$ cat src/rtl/ahb_pkg.sv
// rtl/ahb_pkg.sv - shared AHB-Lite transfer encodings
package ahb_pkg;
  localparam logic [1:0] HTRANS_IDLE   = 2'b00;
  localparam logic [1:0] HTRANS_NONSEQ = 2'b10;
  localparam logic [2:0] HBURST_SINGLE = 3'b000;
  localparam logic [2:0] HSIZE_BYTE    = 3'b000;
  localparam logic [2:0] HSIZE_HALF    = 3'b001;
  localparam logic [2:0] HSIZE_WORD    = 3'b010;
endpackage

$ cat src/rtl/ahblite_cmd_master.sv
// rtl/ahblite_cmd_master.sv - command-stream to AHB-Lite single-transfer initiator
module ahblite_cmd_master
  import ahb_pkg::*;
#(
  parameter logic [3:0] HPROT_VAL   = 4'b0011,
  parameter bit         ERR_REISSUE = 1'b1
) (
  input  logic        HCLK,
  input  logic        HRESET,
  input  logic        cmd_valid,
  output logic        cmd_ready,
  input  logic        cmd_write,
  input  logic [31:0] cmd_addr,
  input  logic [2:0]  cmd_size,
  input  logic [31:0] cmd_wdata,
  output logic [31:0] HADDR,
  output logic [1:0]  HTRANS,
  output logic        HWRITE,
  output logic [2:0]  HSIZE,
  output logic [2:0]  HBURST,
  output logic [3:0]  HPROT,
  output logic        HMASTLOCK,
  output logic [31:0] HWDATA,
  input  logic [31:0] HRDATA,
  input  logic        HREADY,
  input  logic        HRESP,
  output logic        rsp_valid,
  output logic [31:0] rsp_rdata,
  output logic        rsp_err,
  output logic        busy
);
  logic        r_ap_valid;
  logic [31:0] r_ap_addr;
  logic        r_ap_write;
  logic [2:0]  r_ap_size;
  logic [31:0] r_ap_wdata;
  logic        r_dp_valid;
  logic        r_dp_write;
  logic [31:0] r_hwdata;
  logic        r_err_hold;
  logic        r_cancel;
  logic        r_rsp_valid;
  logic        r_rsp_err;
  logic [31:0] r_rsp_rdata;

  logic w_accept;
  logic w_advance;
  logic w_err_done;
  logic w_complete;

  assign cmd_ready  = !r_ap_valid || (HREADY && !r_err_hold);
  assign w_accept   = cmd_valid && cmd_ready;
  assign w_advance  = HREADY && !r_err_hold;
  assign w_err_done = HREADY && r_err_hold;
  assign w_complete = r_dp_valid && HREADY;

  // err_hold masks the pending address phase so the slave never samples it
  assign HTRANS    = (r_ap_valid && !r_err_hold) ? HTRANS_NONSEQ : HTRANS_IDLE;
  assign HADDR     = r_ap_addr;
  assign HWRITE    = r_ap_write;
  assign HSIZE     = r_ap_size;
  assign HBURST    = HBURST_SINGLE;
  assign HPROT     = HPROT_VAL;
  assign HMASTLOCK = 1'b0;
  assign HWDATA    = r_hwdata;

  assign rsp_valid = r_rsp_valid;
  assign rsp_rdata = r_rsp_rdata;
  assign rsp_err   = r_rsp_err;
  assign busy      = r_ap_valid || r_dp_valid || r_rsp_valid || r_cancel;

  always_ff @(posedge HCLK or posedge HRESET) begin
    if (HRESET) begin
      r_ap_valid <= 1'b0;
      r_ap_addr  <= '0;
      r_ap_write <= 1'b0;
      r_ap_size  <= '0;
      r_ap_wdata <= '0;
    end else if (w_accept) begin
      r_ap_valid <= 1'b1;
      r_ap_addr  <= cmd_addr;
      r_ap_write <= cmd_write;
      r_ap_size  <= cmd_size;
      r_ap_wdata <= cmd_wdata;
    end else if (w_advance || (w_err_done && !ERR_REISSUE)) begin
      r_ap_valid <= 1'b0;
    end
  end

  always_ff @(posedge HCLK or posedge HRESET) begin
    if (HRESET) begin
      r_dp_valid <= 1'b0;
      r_dp_write <= 1'b0;
      r_hwdata   <= '0;
    end else if (w_advance) begin
      r_dp_valid <= r_ap_valid;
      r_dp_write <= r_ap_write;
      if (r_ap_valid && r_ap_write) begin
        r_hwdata <= r_ap_wdata;
      end
    end else if (w_err_done) begin
      r_dp_valid <= 1'b0;
    end
  end

  // First ERROR cycle arrives with HREADY low; the second (HREADY high) releases the hold
  always_ff @(posedge HCLK or posedge HRESET) begin
    if (HRESET) begin
      r_err_hold <= 1'b0;
      r_cancel   <= 1'b0;
    end else begin
      if (r_dp_valid && HRESP && !HREADY) begin
        r_err_hold <= 1'b1;
      end else if (HREADY) begin
        r_err_hold <= 1'b0;
      end
      r_cancel <= w_err_done && r_ap_valid && !ERR_REISSUE;
    end
  end

  always_ff @(posedge HCLK or posedge HRESET) begin
    if (HRESET) begin
      r_rsp_valid <= 1'b0;
      r_rsp_err   <= 1'b0;
      r_rsp_rdata <= '0;
    end else begin
      r_rsp_valid <= w_complete || r_cancel;
      if (w_complete) begin
        r_rsp_err   <= HRESP;
        r_rsp_rdata <= (!r_dp_write && !HRESP) ? HRDATA : '0;
      end else if (r_cancel) begin
        r_rsp_err   <= 1'b1;
        r_rsp_rdata <= '0;
      end
    end
  end
endmodule
$ cat config.mk
export PLATFORM = sky130hd
export DESIGN_NAME = ahblite_cmd_master
export DESIGN_NICKNAME = d
export VERILOG_FILES = /design/src/rtl/ahb_pkg.sv /design/src/rtl/ahblite_cmd_master.sv
export SDC_FILE = /design/constraint.sdc
export NUM_CORES = 1
export LEC_CHECK = 0
export ABC_AREA = 0
export CORE_ASPECT_RATIO = 0.7
export CORE_MARGIN = 5
export CORE_UTILIZATION = 45
export CTS_CLUSTER_DIAMETER = 150
export DETAILED_ROUTE_END_ITERATION = 12
export PLACE_DENSITY = 0.84
export SETUP_SLACK_MARGIN = 0.4
export SLEW_MARGIN = 25
export SYNTH_ARGS = -nofsm -noshare
export SYNTH_HDL_FRONTEND = slang
export SYNTH_SLANG_ARGS = --single-unit
$ cat constraint.sdc
create_clock -name HCLK -period 6.6 [get_ports HCLK]
set_input_delay 0.99 -clock HCLK [delete_from_list [all_inputs] [get_ports HCLK]]
set_output_delay 0.99 -clock HCLK [all_outputs]
set_load 0.01 [all_outputs]
==> metrics.csv <==
metric,value,unit
timing.hold.ws,483.2,ps
yosys-top-cells-area,"dfrtp_1, mux2_2, a22o_1",
coreArea,11130,um^2
clk_latency,400,ps
postSynth.asyncResetShare,100.0,%
relSlewSlack,39.73,%
dp_hpwl,9.099,mm
worst_pin_slew,903.0,ps
wl_per_cell,18.16,um
synthCells,316,
crit_path_end_kind,primary output,
synthTopCellsByCount,"dfrtp_1, mux2_2, a22o_1",
synth-edff-count,0,
overflow,0,
clock_path_buffers,2,
synth_most_common_cell,dfrtp_1,
rr_startpoint,r_err_hold,
slew_viol_final,0,
synthXorXnorAreaFrac,0,%
ant_nets,0,
cts_tree,built,
max_freq,297.6,MHz
synth_seq_area_share,66.97,%
netlist_area,5156,um^2
skew,6.909,ps
drt_iter0_markers,130,
cts-buffers-inserted,17,
timing.rr.end,HWDATA[28],
ys_warn_count,0,
fin_nets,635,
tns,0,ps
htree_num_levels,4,
ctsResizeCount,0,
initial_utilization,46.32,%
die_area,13730,um^2
synthMuxAreaShare,22.28,%
vias,3415,
die_x,137.9,um
ys_types,20,
path_clk_slew,50,ps
rows,32,
place_congestion,0.7281,
cp-start-kind,input port,
stdcell_count,694,
antenna_found_initial,0,
grt_pass1_wl,19.89,mm
finalCritPeriodShare,50.92,%
ir_drop,0.1922,mV
grt_usage,19.06,%
outcome,"complete, no violations",
total_power,2909,uW
routed_via_density,4.921,
ctsRootBufferMaster,clkbuf_16,
drcViolationCount,0,
wirelength,12.60,mm
cts_sinks,138,
synth_top_area_share,66.97,%
min_path_cells,1,
synth_fa_ha_area_share,0,%
finalSetupViolations,0,
yosysTopAreaCell,dfrtp_1,
synth-simple-area-share,1.359,%
crit_arrival,2370,ps
io_buffers,209,
hp-class,flip-flop to flip-flop,
crit_type,input port to primary output,
r2r_slack,4540,ps
p_leak,0.003363,uW
synth-seq-cells,138,
ctsHoldBuffers,0,
synth_compound_area_share,5.751,%
grt_max_degree,75,
max-cap-violations,0,
hold_viol,0,
powerDensity,368.2,nW/um^2
post_cts_buffers,0,
die_h,99.56,um
ys.flop_type,dfrtp_1,
area_delta_synth_final,53.22,%
diodes,0,
synth_top_family_by_area,multiplexers,
synth.avg_cell_area,16.32,um^2
cp_max_fo,5,
fin_crit,3360,ps
dr.pass1.iters,4,
reg2regPathDepth,3,
ios,219,
dp_cells,664,
required,5610,ps
drive_gt1_share,21.81,%
grt_pass1_vias,3731,
hp-start,r_ap_wdata[11],
whs_endpoint,r_ap_wdata[11],
rsz0062_at_grt,false,
[per-stage QoR]
step	instance area (um^2)	util (%)	worst slack [ps]
after CTS	7896	70.94	3232
after detailed placement	7355	66.07	3232
after global placement	7340	65.94	3266
after floorplan	5182	-	1914
final	7900	70.98	3240
after global routing	7900	70.98	3187
[per-layer routing]
metal	routed length, um	global-route usage, %	vias to the layer above
li1	-	-	1540
met1	4970	23.27	1720
met2	6163	29.99	141
met3	1331	9.050	14
met4	137	6.302	0
met5	0	0	-
[worst max path at each step]
| stage | from | end | slack [ps] | cells after the start |
|---|---|---|---|---|
| CTS | HREADY | cmd_ready | 3230 | 4 |
| global placement | HREADY | cmd_ready | 3270 | 4 |
| floorplan | HRESET | HADDR[0] | 1910 | 1 |
| global route | HREADY | cmd_ready | 3190 | 4 |
| finish | HREADY | cmd_ready | 3240 | 4 |
| detailed placement | HREADY | cmd_ready | 3230 | 4 |
[sequential cells by signal, summed over array words and instances, names as in the netlist]
| signal | cells |
|---|---|
| HADDR | 32 |
| HSIZE | 3 |
| HWDATA | 32 |
| HWRITE | 1 |
| r_ap_valid | 1 |
| r_ap_wdata | 32 |
| r_dp_valid | 1 |
| r_dp_write | 1 |
| r_err_hold | 1 |
| rsp_err | 1 |
| rsp_rdata | 32 |
| rsp_valid | 1 |
[critical path, cell delays in order]
cell	delay (ps)
clkdlybuf4s50_1	550
nand2b_1	160
nand2_1	120
clkdlybuf4s50_1	550
[cells by family after synthesis]
family | after synthesis
flops | 138
mux | 102
compound gates | 34
buf+inv | 27
simple gates | 13
other cells | 2
[layout make-up]
cell class                 count  area [um^2]
sequential                   138         3453
fill                         756         3231
timing repair buffer         213         2133
multi-input combinational    158         1568
clock buffer                  18        439.2
tap                          153        191.4
clock inverter                12        102.6
inverter                       2        12.51
[layout by cell type (no fill, tap or decap), types with 2 or more instances in the layout]
cell type	Yosys	layout
clkinvlp_4	0	4
buf_4	13	2
dfrtp_1	138	138
a22o_1	32	32
nand2_1	5	5
clkbuf_16	0	17
clkinv_2	0	5
nand2b_1	2	2
clkdlybuf4s50_1	0	209
conb_1	2	9
mux2_1	22	22
inv_6	0	2
mux2_2	80	80
[power breakdown]
group          total [uW]  switching (uW)  internal (uW)
clock network         868             347            521
logic                 847             312            535
registers            1190             122           1070
Power figures use the tool's default switching activity.
==> RTL change, RTL diff (same settings) <==
Put one more register stage on the output `rsp_err`, with the module's reset. The value now appears one clock later. The other outputs are not delayed to match.
--- a/src/rtl/ahblite_cmd_master.sv
+++ b/src/rtl/ahblite_cmd_master.sv
@@ -66,7 +66,13 @@
 
   assign rsp_valid = r_rsp_valid;
   assign rsp_rdata = r_rsp_rdata;
-  assign rsp_err   = r_rsp_err;
+  always_ff @(posedge HCLK or posedge HRESET) begin
+    if (HRESET) begin
+      rsp_err <= '0;
+    end else begin
+      rsp_err <= r_rsp_err;
+    end
+  end
   assign busy      = r_ap_valid || r_dp_valid || r_rsp_valid || r_cancel;
 
   always_ff @(posedge HCLK or posedge HRESET) begin
Behaviour: not the same (Yosys sat finds a counterexample within 4 cycles, from zero or initial values and one cycle with HRESET high).
==> RTL change against the original RTL <==
  * Critical endpoint unchanged
  * Global-route usage increased by 0.31 points
  * Final area up 2.0%
  * Sequential cell count increased by 1
  * Register-to-register slack lost 0.54 ns
  * Synthesized area grew 0.49%
  * Highest routed layer unchanged
  * Worst setup slack got worse by 0.10 ns
  * Routed wire length rose by 3.3%
  * Total power is 6.8% higher
==> RTL change: results (changes against the original RTL) <==
Clock tree
  • CTS max path bufs: 2 (unchanged)
  • Clk_lat worst skew: 0.41 ns
  • H-tree Lvls: 4 (unchanged)

Global route
  • Initial antenna violation count: 0 (unchanged)
  • First-pass GRT wire length: 20960 µm (+5.4%)
  • All-Layer GR Usage: 19.37% (+0.31 points)
  • Vias in the first global route: 3933 (+5.4%)
  • Largest net degree at the start of global routing: 58 (-23%)

Setup path
  • Critical path peak fanout: 5 (unchanged)
  • Worst Path Arrival: 2.47 ns (+0.10 ns)
  • Worst R2R End: r_ap_wdata[27]
  • R2R setup slack: 4.00 ns (-0.54 ns)
  • R2R cell count: 4 (+1)
  • Crit-path max cell delay: 0.58 ns (+0.03 ns)

Yosys
  • Synth top cells by count: dfrtp_1, mux2_2, a22o_1
  • Largest cells by area after synthesis: dfrtp_1, mux2_2, a22o_1
  • Synth Area in Adders: 0% (unchanged)
  • Mux cell area share after synthesis: 22.17% (-0.11 points)
  • Seq/Total Area, Yosys: 67.13% (+0.16 points)
  • Synth Area in Compound Gates: 5.723% (-0.028 points)

Hold path
  • Hold path endpoint: rsp_err
  • Hold Crit Start: r_rsp_err
  • Cell depth of the worst hold path: 0 (-1)

Placed design
  • GP Congestion: 0.7764 (+6.6%)
  • HPWL Detailed: 9536 µm (+4.8%)

Power and ir drop
  • Leakage Power: 0.003444 µW (+2.4%)
  • Maximum VDD drop: 190.2 µV (-1.1%)

STA
  • Headroom to the max-slew limit: 30.58% (-9.1 points)
  • Hold Slack: 0.3817 ns (-0.1015 ns)
  • Final Skew: 0.008013 ns (+0.001105 ns)

Final layout
  • Share of cells above drive strength 1: 22.06% (+0.25 points)
  • Total Nets Final: 636 (+0.16%)

Detailed routing
  • Via-to-Cell Ratio: 4.898 (-0.46%)
  • Drt initial violations: 99 (-24%)
  • Routed len/inst: 18.67 µm (+2.8%)

Outcome
  • Outcome: completed
-- RTL change: cell types whose count changed after synthesis --
cell	unedited run	this run
dfrtp_1	138	139
-- RTL change: layout make-up --
class / instances / area (µm²)
Multi-Input combinational cell: 158 / 1570
Tap cell: 153 / 191.4
Clock inverter: 11 / 190.2
Fill cell: 741 / 3072
Inverter: 2 / 12.51
Sequential cell: 139 / 3478
Timing Repair Buffer: 213 / 2146
Clock buffer: 21 / 470.5
-- RTL change: cells by family after synthesis --
kind of cell           count (synthesis)
AO/OA/AOI/OAI                         34
buffers and inverters                 27
flip-flops                           139
multiplexers                         102
other                                  2
AND/OR/NAND/NOR                       13
-- RTL change: per-layer routing --
layer	track usage (%)	routed length [µm]	vias up
li1	-	-	1542
met1	22.59	5282	1718
met2	31.86	6388	137
met3	9.143	1173	17
met4	6.834	170	0
met5	0	0	-
-- RTL change: how the worst max path moves through the flow --
stage | slack [ns] | to | startpoint
floorplan | 1.89 | HADDR[0] | HRESET
global placement | 2.87 | rsp_rdata[27] | HREADY
detailed placement | 2.87 | HADDR[3] | HREADY
CTS | 3.15 | cmd_ready | HREADY
global route | 3.10 | cmd_ready | HREADY
finish | 3.14 | cmd_ready | HREADY
-- RTL change: through the flow --
stage / worst slack, ns / cells / area (µm²) / total power [µW]
global placement: 2.866 / 663 / 7357 / 2036
CTS: 3.148 / 697 / 8059 / 3147
global route: 3.097 / 697 / 8059 / 3257
detailed placement: 2.872 / 665 / 7398 / 2076
floorplan: 1.885 / 324 / 5207 / 1546
finish: 3.138 / 697 / 8059 / 3107
-- RTL change: power by group --
group          leakage [µW]  switching (µW)  internal, µW  total [µW]
combinational       0.00144             307           535         842
clock              0.000323             356           700        1060
sequential          0.00168             129          1080        1210
total               0.00344             792          2320        3110
